File: config.mk
export PLATFORM = sky130hd
export DESIGN_NAME = vram_arbiter
export DESIGN_NICKNAME = d
export VERILOG_FILES = /design/src/rtl/vram_arbiter.sv
export SDC_FILE = /design/constraint.sdc
export NUM_CORES = 1
export LEC_CHECK = 0
export CORE_MARGIN = 2
export CORE_UTILIZATION = 35
export DETAILED_ROUTE_END_ITERATION = 8
export GPL_TIMING_DRIVEN = 1
export MAX_ROUTING_LAYER = met4
export PLACE_DENSITY = 0.86
export SYNTH_ARGS = -nofsm -noshare
export SYNTH_HDL_FRONTEND = slang
export SYNTH_SLANG_ARGS = --single-unit
File: constraint.sdc
create_clock -name CLK -period 3.3 [get_ports CLK]
set_clock_uncertainty 0.1 [all_clocks]
set_input_delay 0.33 -clock CLK [delete_from_list [all_inputs] [get_ports CLK]]
set_output_delay 0.33 -clock CLK [all_outputs]
set_load 0.02 [all_outputs]
File: src/rtl/vram_arbiter.sv
// vram_arbiter: owns the single-port 2 KiB text RAM; video fetch has priority, CPU uses a req/ack FSM (video data at t+2, CPU ack at g+2).
// Optional CPU starvation guard (bounded by STARVE_LIMIT) is built when VRAM_ARB_STARVE_GUARD_EN is defined.
module vram_arbiter #(
    parameter int STARVE_LIMIT = 15
) (
    input  logic        CLK,
    input  logic        RESET,
    input  logic        VID_REQ,
    input  logic [10:0] VID_A,
    output logic [7:0]  VID_DATA,
    output logic        VID_VALID,
    output logic        VID_MISS,
    input  logic        CPU_REQ,
    input  logic        CPU_WE,
    input  logic [10:0] CPU_A,
    input  logic [7:0]  CPU_WDATA,
    output logic [7:0]  CPU_RDATA,
    output logic        CPU_ACK,
    output logic [10:0] RAM_A,
    output logic        RAM_WE,
    output logic [7:0]  RAM_WDATA,
    input  logic [7:0]  RAM_RDATA
);

    if (STARVE_LIMIT < 1 || STARVE_LIMIT > 255) begin : g_bad_limit
        $error("vram_arbiter: STARVE_LIMIT must be in 1..255");
    end

    typedef enum logic [1:0] {
        ST_IDLE    = 2'd0,
        ST_GRANTED = 2'd1,
        ST_ACK     = 2'd2
    } cpu_state_t;

    cpu_state_t  state_q, state_d;
    logic        v1_q, v1_d;
    logic        v2_q, v2_d;
    logic [7:0]  vid_data_q, vid_data_d;
    logic [7:0]  cpu_rdata_q, cpu_rdata_d;

    logic        cpu_idle;
    logic        force_cpu;
    logic        cpu_gnt;
    logic        vid_gnt;

`ifdef VRAM_ARB_STARVE_GUARD_EN
    localparam logic [7:0] LIMIT_W = 8'(STARVE_LIMIT);

    logic [7:0]  wait_q, wait_d;
    logic        m1_q, m1_d;
    logic        m2_q, m2_d;
`endif

    // Grant decision; nothing is granted while RESET is high so the RAM never sees a write then.
    always_comb begin
        cpu_idle  = (state_q == ST_IDLE);
`ifdef VRAM_ARB_STARVE_GUARD_EN
        force_cpu = !RESET && cpu_idle && CPU_REQ && (wait_q == LIMIT_W);
`else
        force_cpu = 1'b0;
`endif
        cpu_gnt   = !RESET && cpu_idle && CPU_REQ && (!VID_REQ || force_cpu);
        vid_gnt   = !RESET && VID_REQ && !force_cpu;
    end

    always_comb begin
        RAM_A     = '0;
        RAM_WE    = 1'b0;
        RAM_WDATA = '0;
        if (cpu_gnt) begin
            RAM_A     = CPU_A;
            RAM_WE    = CPU_WE;
            RAM_WDATA = CPU_WDATA;
        end else if (vid_gnt) begin
            RAM_A     = VID_A;
        end
    end

    always_comb begin
        state_d = state_q;
        case (state_q)
            ST_IDLE:    if (cpu_gnt) state_d = ST_GRANTED;
            ST_GRANTED: state_d = ST_ACK;
            ST_ACK:     state_d = ST_IDLE;
            default:    state_d = ST_IDLE;
        endcase

        v1_d        = vid_gnt;
        v2_d        = v1_q;
        vid_data_d  = v1_q ? RAM_RDATA : vid_data_q;
        cpu_rdata_d = (state_q == ST_GRANTED) ? RAM_RDATA : cpu_rdata_q;
    end

    always_ff @(posedge CLK) begin
        if (RESET) begin
            state_q     <= ST_IDLE;
            v1_q        <= 1'b0;
            v2_q        <= 1'b0;
            vid_data_q  <= '0;
            cpu_rdata_q <= '0;
        end else begin
            state_q     <= state_d;
            v1_q        <= v1_d;
            v2_q        <= v2_d;
            vid_data_q  <= vid_data_d;
            cpu_rdata_q <= cpu_rdata_d;
        end
    end

`ifdef VRAM_ARB_STARVE_GUARD_EN
    // Wait counter only moves while the CPU is eligible but loses to video; m1/m2 mirror v1/v2 for dropped video.
    always_comb begin
        wait_d = wait_q;
        if (cpu_gnt || !CPU_REQ) begin
            wait_d = '0;
        end else if (cpu_idle && (wait_q != LIMIT_W)) begin
            wait_d = wait_q + 8'd1;
        end
        m1_d = VID_REQ && force_cpu;
        m2_d = m1_q;
    end

    always_ff @(posedge CLK) begin
        if (RESET) begin
            wait_q <= '0;
            m1_q   <= 1'b0;
            m2_q   <= 1'b0;
        end else begin
            wait_q <= wait_d;
            m1_q   <= m1_d;
            m2_q   <= m2_d;
        end
    end

    assign VID_MISS = m2_q && !RESET;
`else
    assign VID_MISS = 1'b0;
`endif

    assign VID_VALID = v2_q && !RESET;
    assign VID_DATA  = RESET ? 8'h00 : vid_data_q;
    assign CPU_ACK   = (state_q == ST_ACK) && !RESET;
    assign CPU_RDATA = RESET ? 8'h00 : cpu_rdata_q;

endmodule

==> impl_metrics.json, run 1 <==
{
  "io_pins": 82,
  "drive_above_1_share_pct": 10.8,
  "synth_top_family_by_area": "simple AND/OR/NAND/NOR gates",
  "critical_path_class": "in2out",
  "met3_usage_pct": 4.24,
  "yosysTopAreaCellShare_pct": 39.2,
  "htree_levels": 1,
  "endpoint": "RAM_A[8]",
  "final_nets": 220,
  "critPathMaxStageDelay_ps": 610,
  "cp-start-kind": "input port",
  "p_seq_share_pct": 46.4,
  "die_area_mm2": 0.00337,
  "clkSinkCount": 20,
  "max-slew-margin-rel_pct": 62.2,
  "ant_nets": 0,
  "clkSlewWorstSetupHoldPaths_ps": 100,
  "vias": 1039,
  "wl_um": 2840,
  "synth_fp_nets": 143,
  "crit_cells": 5,
  "synthXorXnorAreaFrac_pct": 0,
  "r2r_setup_slack_ps": 2050,
  "setup_viol": 0,
  "grt_max_degree": 28,
  "synthMuxAreaShare_pct": 7.84,
  "fmax_mhz": 404,
  "antenna_found_initial": 0,
  "power.share.combinational_pct": 29.0,
  "netlist_area_mm2": 0.00102,
  "cp_slowest_cell": "clkdlybuf4s50_1",
  "synth_area_leader_cell": "dfxtp_1",
  "cp_max_fo": 21,
  "crit_top_cell": "clkdlybuf4s50_1",
  "area_growth_pct": 80.3,
  "ys_seq_area_share_pct": 39.2,
  "synth_warnings": 0,
  "regArea_um2": 400,
  "path_cells": "clkdlybuf4s50_1 -> nor4_4 -> buf_4 -> a32o_2 -> clkdlybuf4s50_1",
  "reg2regPathDepth": 2,
  "postSynthAreaPerCell_um2": 10.2,
  "cp_top_family": "buffers and inverters",
  "ys_ff_latch": 20,
  "diodes": 0,
  "syn-instance-count": 100,
  "synthSimpleGateAreaFrac_pct": 26.0,
  "use_met1_pct": 23.4,
  "drt_iter0_drc": 15,
  "grt_util_met2_pct": 29.4,
  "clk_root_buffer_cell": "clkbuf_4",
  "gp_congestion": 0.774,
  "post-route-min-period_ps": 2470,
  "power_density_mw_per_mm2": 305,
  "synthTopCellsByArea": "dfxtp_1 (39%), nor2b_1 (12%), a32o_2 (11%)",
  "core_mm2": 0.00276,
  "power.leakage_nw": 0.754,
  "arrival_ps": 2040,
  "die_w_um": 58.0,
  "wire_per_inst_um": 13.7,
  "timing.rr.end": "cpu_rdata_q[5]",
  "grt_util_all_layers_pct": 18.1,
  "grt.overflow.total": 0,
  "reg2reg_from": "state_q[0]",
  "io_buffers": 80,
  "crit_required_ps": 2870,
  "cap_viol_max_count": 0,
  "startpoint": "VID_REQ",
  "vias_per_cell": 5.02,
  "synthAdderAreaFrac_pct": 0,
  "rows": 19,
  "power_w": 0.000561,
  "final_max_slew_viol_count": 0,
  "fin_crit_sh_pct": 74.9,
  "post_cts_resized": 0,
  "hold_class": "reg2reg",
  "endpoint_kind": "output port",
  "fin_tns_setup_ps": 0,
  "die_h_um": 58.0,
  "cts_made_buffers": 3,
  "clockPowerShare_pct": 24.6,
  "drtPass1Iterations": 4,
  "p_int_w": 0.000418,
  "grt_first_pass_wirelength_um": 4670,
  "critPathBufInv": 3,
  "n_fill_cell": 230,
  "p_sw_share_pct": 25.4,
  "start_util_pct": 37.0,
  "hold_viol_final": 0,
  "grt_setup_unrepaired": "false",
  "status": "completed",
  "worst_slew_pin_slew_ps": 565,
  "grt_busiest_layer": "met2",
  "post_cts_buffers": 0,
  "p_switching_w": 0.000142,
  "holdBufCountCts": 0,
  "cts_tree": "built",
  "multi_input_area_um2": 542,
  "grt_pass1_vias": 1053,
  "drc_errors": 0,
  "clk_latency_ps": 290,
  "synth_compound_area_share_pct": 18.9,
  "cts_buffer_depth": 2,
  "irDropWorstVdd_mv": 0.206,
  "synth_cell_type_count": 19
}
-- tightest hold or removal path: cells and delay by family, from the launching register on --
family | cells | cell delay, ps
flops | 1 | 340
mux | 1 | 60
simple gates | 1 | 70
-- power by group through the flow --
stage,Clock [W],Combinational (W),Sequential (W)
6_report,0.000138,0.000163,0.000260
5_1_grt,0.000152,0.000174,0.000262
4_1_cts,0.000139,0.000164,0.000260
3_5_place_dp,0,0.000163,0.000266
3_3_place_gp,0,0.000160,0.000265
2_1_floorplan,0,0.0000777,0.000262
-- cell usage after synthesis --
library cell  count
and3_1            9
buf_4             1
a32o_2           10
nor4_4            1
dfxtp_1          20
nor2_1            8
nor3b_4           1
nand2b_1          1
buf_2             2
a32o_1            1
clkbuf_2          1
mux2i_1           8
o22a_1            8
buf_6             4
clkbuf_1          3
nor3b_1           1
nor2b_1          19
conb_1            1
and2_1            1
-- placed cells by master, fill, tap and decap left out --
cell type / instances
nor3b_4: 1
mux2i_1: 8
clkdlybuf4s50_1: 80
a32o_2: 10
conb_1: 1
nor3b_1: 1
dfxtp_1: 20
nor4_4: 1
clkbuf_8: 1
nor2_1: 8
buf_4: 3
and3_1: 9
and2_1: 1
nor2b_1: 19
a32o_1: 1
o22a_1: 8
clkbuf_4: 3
nand2b_1: 1
-- per-layer routing --
| layer | vias to the layer above | wire length, µm | share of wire [%] |
|---|---|---|---|
| met2 | 64 | 1280 | 45 |
| met5 | - | 0 | 0 |
| met1 | 461 | 1230 | 43 |
| li1 | 512 | - | - |
| met3 | 2 | 311 | 11 |
| met4 | 0 | 19 | 0.67 |
-- logic make-up after synthesis --
group	count (synthesis)
AO/OA/AOI/OAI	19
buffers and inverters	11
other	1
multiplexers	8
flip-flops	20
AND/OR/NAND/NOR	41
-- worst min-delay path by stage --
stage	start	slack, ps	cells past startpoint	to
finish	vid_data_q[7]	400	2	vid_data_q[7]
detailed placement	vid_data_q[7]	380	2	vid_data_q[7]
global placement	vid_data_q[3]	370	2	vid_data_q[3]
floorplan	vid_data_q[0]	350	2	vid_data_q[0]
global route	vid_data_q[5]	420	2	vid_data_q[5]
CTS	vid_data_q[7]	410	2	vid_data_q[7]
-- sequential cells by signal, indices dropped and copies added, names as in the netlist --
register	flops
vid_data_q	8
v1_q	1
cpu_rdata_q	8
v2_q	1
state_q	2
-- layout make-up --
| cell class | instances | share of cell area, % |
|---|---|---|
| clock buffer | 4 | 1.97 |
| multi-input combinational | 69 | 29.4 |
| sequential | 20 | 21.8 |
| tap | 31 | 2.11 |
| timing repair buffer | 83 | 44.7 |
-- metrics by stage --
stage / hold WS [ps] / cells / util, % / area, µm² / setup slack (ps)
4_1_cts: 406 / 207 / 66.7 / 1840 / 817
3_5_place_dp: 381 / 203 / 65.4 / 1800 / 831
3_3_place_gp: 366 / 203 / 65.4 / 1800 / 843
5_1_grt: 424 / 207 / 66.7 / 1840 / 713
2_1_floorplan: 352 / 100 / - / 1020 / 1600
6_report: 399 / 207 / 66.7 / 1840 / 827
Note: power is estimated with default switching activity, not from simulation.
==> inputs of run 2 (changes only) <==
--- a/config.mk
+++ b/config.mk
@@ -6,11 +6,11 @@
 export NUM_CORES = 1
 export LEC_CHECK = 0
 export CORE_MARGIN = 2
-export CORE_UTILIZATION = 35
+export CORE_UTILIZATION = 32
 export DETAILED_ROUTE_END_ITERATION = 8
 export GPL_TIMING_DRIVEN = 1
 export MAX_ROUTING_LAYER = met4
-export PLACE_DENSITY = 0.86
+export PLACE_DENSITY = 0.8
 export SYNTH_ARGS = -nofsm -noshare
 export SYNTH_HDL_FRONTEND = slang
 export SYNTH_SLANG_ARGS = --single-unit
==> constraint.sdc (replaced) <==
create_clock -name CLK -period 2.5 [get_ports CLK]
set_clock_uncertainty 0.1 [all_clocks]
set_input_delay 0.25 -clock CLK [delete_from_list [all_inputs] [get_ports CLK]]
set_output_delay 0.25 -clock CLK [all_outputs]
set_load 0.02 [all_outputs]
==> run 2 against run 1 <==
Clock-buffer cell count did not move. Core utilization fell by 5.5 points. Global-route usage fell by 1.3 points. Via count is 1.2% higher. Die area rose by 8.7%. Worst hold slack better by 4.1 ps. Critical path depth decreased by 2. Design area increased by 1.6%. Critical path type unchanged. Critical endpoint is now RAM_A[1]. Largest cell class unchanged.
==> impl_metrics.json, run 2 (synthesis results as in run 1) <==
{
  "post_cts_buffers": 0,
  "gp_congestion": 0.808,
  "startpoint": "CPU_REQ",
  "crit_required_ps": 2150,
  "clk_root_buffer_cell": "clkbuf_4",
  "vias_per_cell": 4.78,
  "cts_tree": "built",
  "clkSlewWorstSetupHoldPaths_ps": 100,
  "core_mm2": 0.00305,
  "antenna_found_initial": 0,
  "grt_setup_unrepaired": "false",
  "fmax_mhz": 430,
  "post_cts_resized": 0,
  "arrival_ps": 1970,
  "dpl-instance-area_mm2": 0.00183,
  "critical_path_class": "in2out",
  "cp-start-kind": "input port",
  "cts_made_buffers": 3,
  "endpoint_kind": "output port",
  "cts_buffer_depth": 2,
  "grt_pass1_vias": 1041,
  "reg2reg_from": "state_q[0]",
  "hpwl_um": 2220,
  "r2r_setup_slack_ps": 1290,
  "grt_max_degree": 29,
  "die_area_mm2": 0.00366,
  "cp_max_fo": 21,
  "power.leakage_nw": 0.758,
  "layout_common_cells": "clkdlybuf4s50_1 (80), dfxtp_1 (20), nor2b_1 (19)",
  "worst_slew_pin_slew_ps": 578,
  "grt_first_pass_wirelength_um": 4530,
  "htree_levels": 1,
  "drt_iter0_drc": 44,
  "n_fill_cell": 284,
  "area_growth_pct": 83.1,
  "clkSinkCount": 20,
  "grt_util_all_layers_pct": 16.8,
  "start_util_pct": 33.4,
  "die_w_um": 60.5,
  "drc_errors": 0,
  "hold_viol_final": 0,
  "fin_crit_sh_pct": 92.9,
  "drtPass1Iterations": 4,
  "max-slew-margin-rel_pct": 61.3,
  "status": "completed",
  "wire_per_inst_um": 12.9,
  "io_pins": 82,
  "wl_um": 2840,
  "cap_viol_max_count": 0,
  "reg2regPathDepth": 2,
  "timing.rr.end": "cpu_rdata_q[1]",
  "power_density_mw_per_mm2": 398,
  "final_area_mm2": 0.00187,
  "regArea_um2": 400,
  "ant_nets": 0,
  "hold_class": "reg2reg",
  "post-route-min-period_ps": 2320,
  "fin_tns_setup_ps": 0,
  "grt.overflow.total": 0,
  "vias": 1051,
  "final_nets": 220,
  "irDropWorstVdd_mv": 0.136,
  "diodes": 0,
  "multi_input_area_um2": 542,
  "holdBufCountCts": 0,
  "hp-start": "vid_data_q[3]",
  "drive_above_1_share_pct": 10.8,
  "rows": 20,
  "worst_hold_path.endpoint": "vid_data_q[3]",
  "final_common_cell": "clkdlybuf4s50_1",
  "io_buffers": 80,
  "clk_latency_ps": 290,
  "setup_viol": 0,
  "die_h_um": 60.5,
  "top_regs": "cpu_rdata_q (8), vid_data_q (8), state_q (2)",
  "hold_depth": 2,
  "final_max_slew_viol_count": 0
}
-- run 2: cell counts in the layout (fill, tap and decap cells not counted) --
Identical to the previous run, type by type.
-- run 2: worst max-delay path, stage by stage --
cell and delay (ps):
clkdlybuf4s50_1 840, a32o_2 270, clkdlybuf4s50_1 610
-- run 2: metrics by stage --
step                setup slack (ps)  hold WS, ps  util (%)  power (W)  std cells
floorplan                        956          291         -   0.000449        100
CTS                              151          401      61.2   0.000749        220
detailed placement               179          374      60.0   0.000569        216
finish                           176          403      61.2   0.000744        220
global route                    39.8          430      61.2   0.000782        220
global placement                 205          365      60.0   0.000565        216
-- run 2: power breakdown --
part | leakage, nW | internal (W) | switching, W | total [W]
registers | 0.164 | 0.000334 | 0.00000971 | 0.000344
clock network | 0.0210 | 0.0000887 | 0.0000942 | 0.000183
logic | 0.573 | 0.000132 | 0.0000854 | 0.000217
total | 0.758 | 0.000555 | 0.000189 | 0.000744
-- run 2: cell type report --
class                   instances  area share, %
repair buffers                 83           44.7
multi-input cells              69           29.0
flip-flops and latches         20           21.4
well taps                      44           2.95
clock buffers                   4           1.94
-- run 2: routing by layer --
layer / GRT usage (%) / share of wire (%)
met3: 3.62 / 9.4
met1: 20.2 / 45
met5: - / 0
met2: 28.6 / 45
met4: 4.66 / 0.14
-- run 2: how the worst max path moves through the flow --
stage / endpoint / slack (ps)
6_report: RAM_A[1] / 180
5_1_grt: RAM_WE / 40
4_1_cts: RAM_A[1] / 150
3_5_place_dp: RAM_A[1] / 180
3_3_place_gp: RAM_A[1] / 200
2_1_floorplan: CPU_ACK / 960
==> inputs of run 3 (changes only) <==
==> constraint.sdc (replaced) <==
create_clock -name CLK -period 2.33 [get_ports CLK]
set_clock_uncertainty 0.1 [all_clocks]
set_input_delay 0.233 -clock CLK [delete_from_list [all_inputs] [get_ports CLK]]
set_output_delay 0.233 -clock CLK [all_outputs]
set_load 0.02 [all_outputs]
==> run 3 against run 2 <==
Sequential share of layout area down 0.49 points. Clock-buffer cell count down 1. Combinational power up 6%. Die area unchanged. Largest power group unchanged.
==> impl_metrics.json, run 3 (synthesis results as in run 1) <==
{
  "status": "completed",
  "clkSinkCount": 20,
  "irDropWorstVdd_mv": 0.129,
  "ant_nets": 0,
  "power_w": 0.000752,
  "fmax_mhz": 463,
  "clk_root_buffer_cell": "clkbuf_4",
  "reg2regPathDepth": 2,
  "die_area_mm2": 0.00366,
  "wl_um": 2830,
  "p_seq_share_pct": 49.0,
  "rows": 20,
  "cap_viol_max_count": 0,
  "area_growth_pct": 87.4,
  "final_nets": 221,
  "dp.cells": 217,
  "htree_levels": 1,
  "antenna_found_initial": 0,
  "clk_latency_ps": 290,
  "clockPowerShare_pct": 20.3,
  "power_density_mw_per_mm2": 393,
  "hpwl_um": 2210,
  "cp-start-kind": "input port",
  "grt_setup_unrepaired": "false",
  "drt_iter0_drc": 30,
  "cts_buffer_depth": 2,
  "final_common_cell": "clkdlybuf4s50_1",
  "vias": 1056,
  "top_regs": "cpu_rdata_q (8), vid_data_q (8), state_q (2)",
  "multi_input_area_um2": 542,
  "fin_crit_sh_pct": 92.7,
  "holdBufCountCts": 0,
  "critPathMaxStageDelay_ps": 640,
  "r2r_setup_slack_ps": 1090,
  "critical_path_class": "in2out",
  "drive_above_1_share_pct": 10.8,
  "p_switching_w": 0.000194,
  "wire_per_inst_um": 12.9,
  "final_max_slew_viol_count": 0,
  "post-route-min-period_ps": 2160,
  "fin_util_pct": 62.7,
  "drc_errors": 0,
  "start_util_pct": 33.4,
  "hold_class": "reg2reg",
  "cp_max_fo": 27,
  "gp_congestion": 0.816,
  "final_cells": 220,
  "fin_tns_setup_ps": 0,
  "power.share.combinational_pct": 30.7,
  "io_pins": 82,
  "power.leakage_nw": 1.09,
  "io_buffers": 80,
  "crit_required_ps": 2000,
  "cp_slowest_cell": "clkdlybuf4s50_1",
  "cts_tree": "built",
  "grt_max_degree": 28,
  "post_cts_buffers": 0,
  "p_int_w": 0.000558,
  "worst_hold_path.endpoint": "vid_data_q[3]",
  "drtPass1Iterations": 4,
  "clkSlewWorstSetupHoldPaths_ps": 100,
  "arrival_ps": 1830,
  "diodes": 0,
  "regArea_um2": 400,
  "path_cells": "clkdlybuf4s50_1 -> buf_4 -> nor2b_1 -> clkdlybuf4s50_1",
  "grt_util_all_layers_pct": 16.5,
  "crit_top_cell": "clkdlybuf4s50_1",
  "setup_slack_ps": 170,
  "cts_made_buffers": 3,
  "layout_common_cells": "clkdlybuf4s50_1 (60), dfxtp_1 (20), dlymetal6s2s_1 (20)",
  "p_sw_share_pct": 25.9,
  "n_fill_cell": 260,
  "reg2reg_from": "state_q[0]",
  "die_h_um": 60.5,
  "hp-start": "vid_data_q[3]",
  "hold_viol_final": 0,
  "core_mm2": 0.00305,
  "die_w_um": 60.5,
  "grt_pass1_vias": 1062,
  "grt.overflow.total": 0,
  "timing.rr.end": "cpu_rdata_q[5]",
  "hold_depth": 2,
  "post-place-ws_ps": 52.8,
  "endpoint_kind": "output port",
  "grt_first_pass_wirelength_um": 4440,
  "vias_per_cell": 4.80,
  "setup_viol": 0
}
## run 3: critical path: cells and delay by family
kind | cells | cell delay (ps)
AND/OR/NAND/NOR | 1 | 190
buffers and inverters | 3 | 1390
## run 3: final cells by class
type / instances / area share (%)
timing repair buffer: 84 / 46.7
multi-input combinational: 69 / 28.3
sequential: 20 / 20.9
clock buffer: 3 / 1.18
tap: 44 / 2.88
## run 3: what timing repair did
action / in CTS / in global routing
hold endpoints to repair: 0 / 0
endpoints found under the setup margin: 0 / 20
gates resized for setup: 0 / 20
## run 3: per-stage QoR
step | instance area, µm² | hold slack (ps)
after floorplan | 1020 | 274
after global placement | 1840 | 365
after detailed placement | 1840 | 375
after CTS | 1860 | 399
after global routing | 1910 | 429
final | 1910 | 395
## run 3: worst max path at each step
stage               slack [ps]        from      endpoint
global placement            70     VID_REQ      RAM_A[1]
floorplan                  820       RESET       CPU_ACK
detailed placement          50     VID_REQ      RAM_A[1]
CTS                         10  state_q[1]      RAM_A[1]
finish                     170       RESET  CPU_RDATA[1]
global route                90       RESET  CPU_RDATA[1]
## run 3: power groups by stage
stage,sequential [W],clock [W],combinational (W)
global placement,0.000376,0,0.000231
detailed placement,0.000377,0,0.000235
finish,0.000369,0.000153,0.000231
CTS,0.000369,0.000158,0.000237
global route,0.000371,0.000174,0.000247
floorplan,0.000371,0,0.000110
## run 3: per-layer routing
metal,share of wire (%),global-route usage (%)
met5,0,-
met4,0.14,4.66
met3,11,4.26
met2,46,28.9
met1,43,18.6
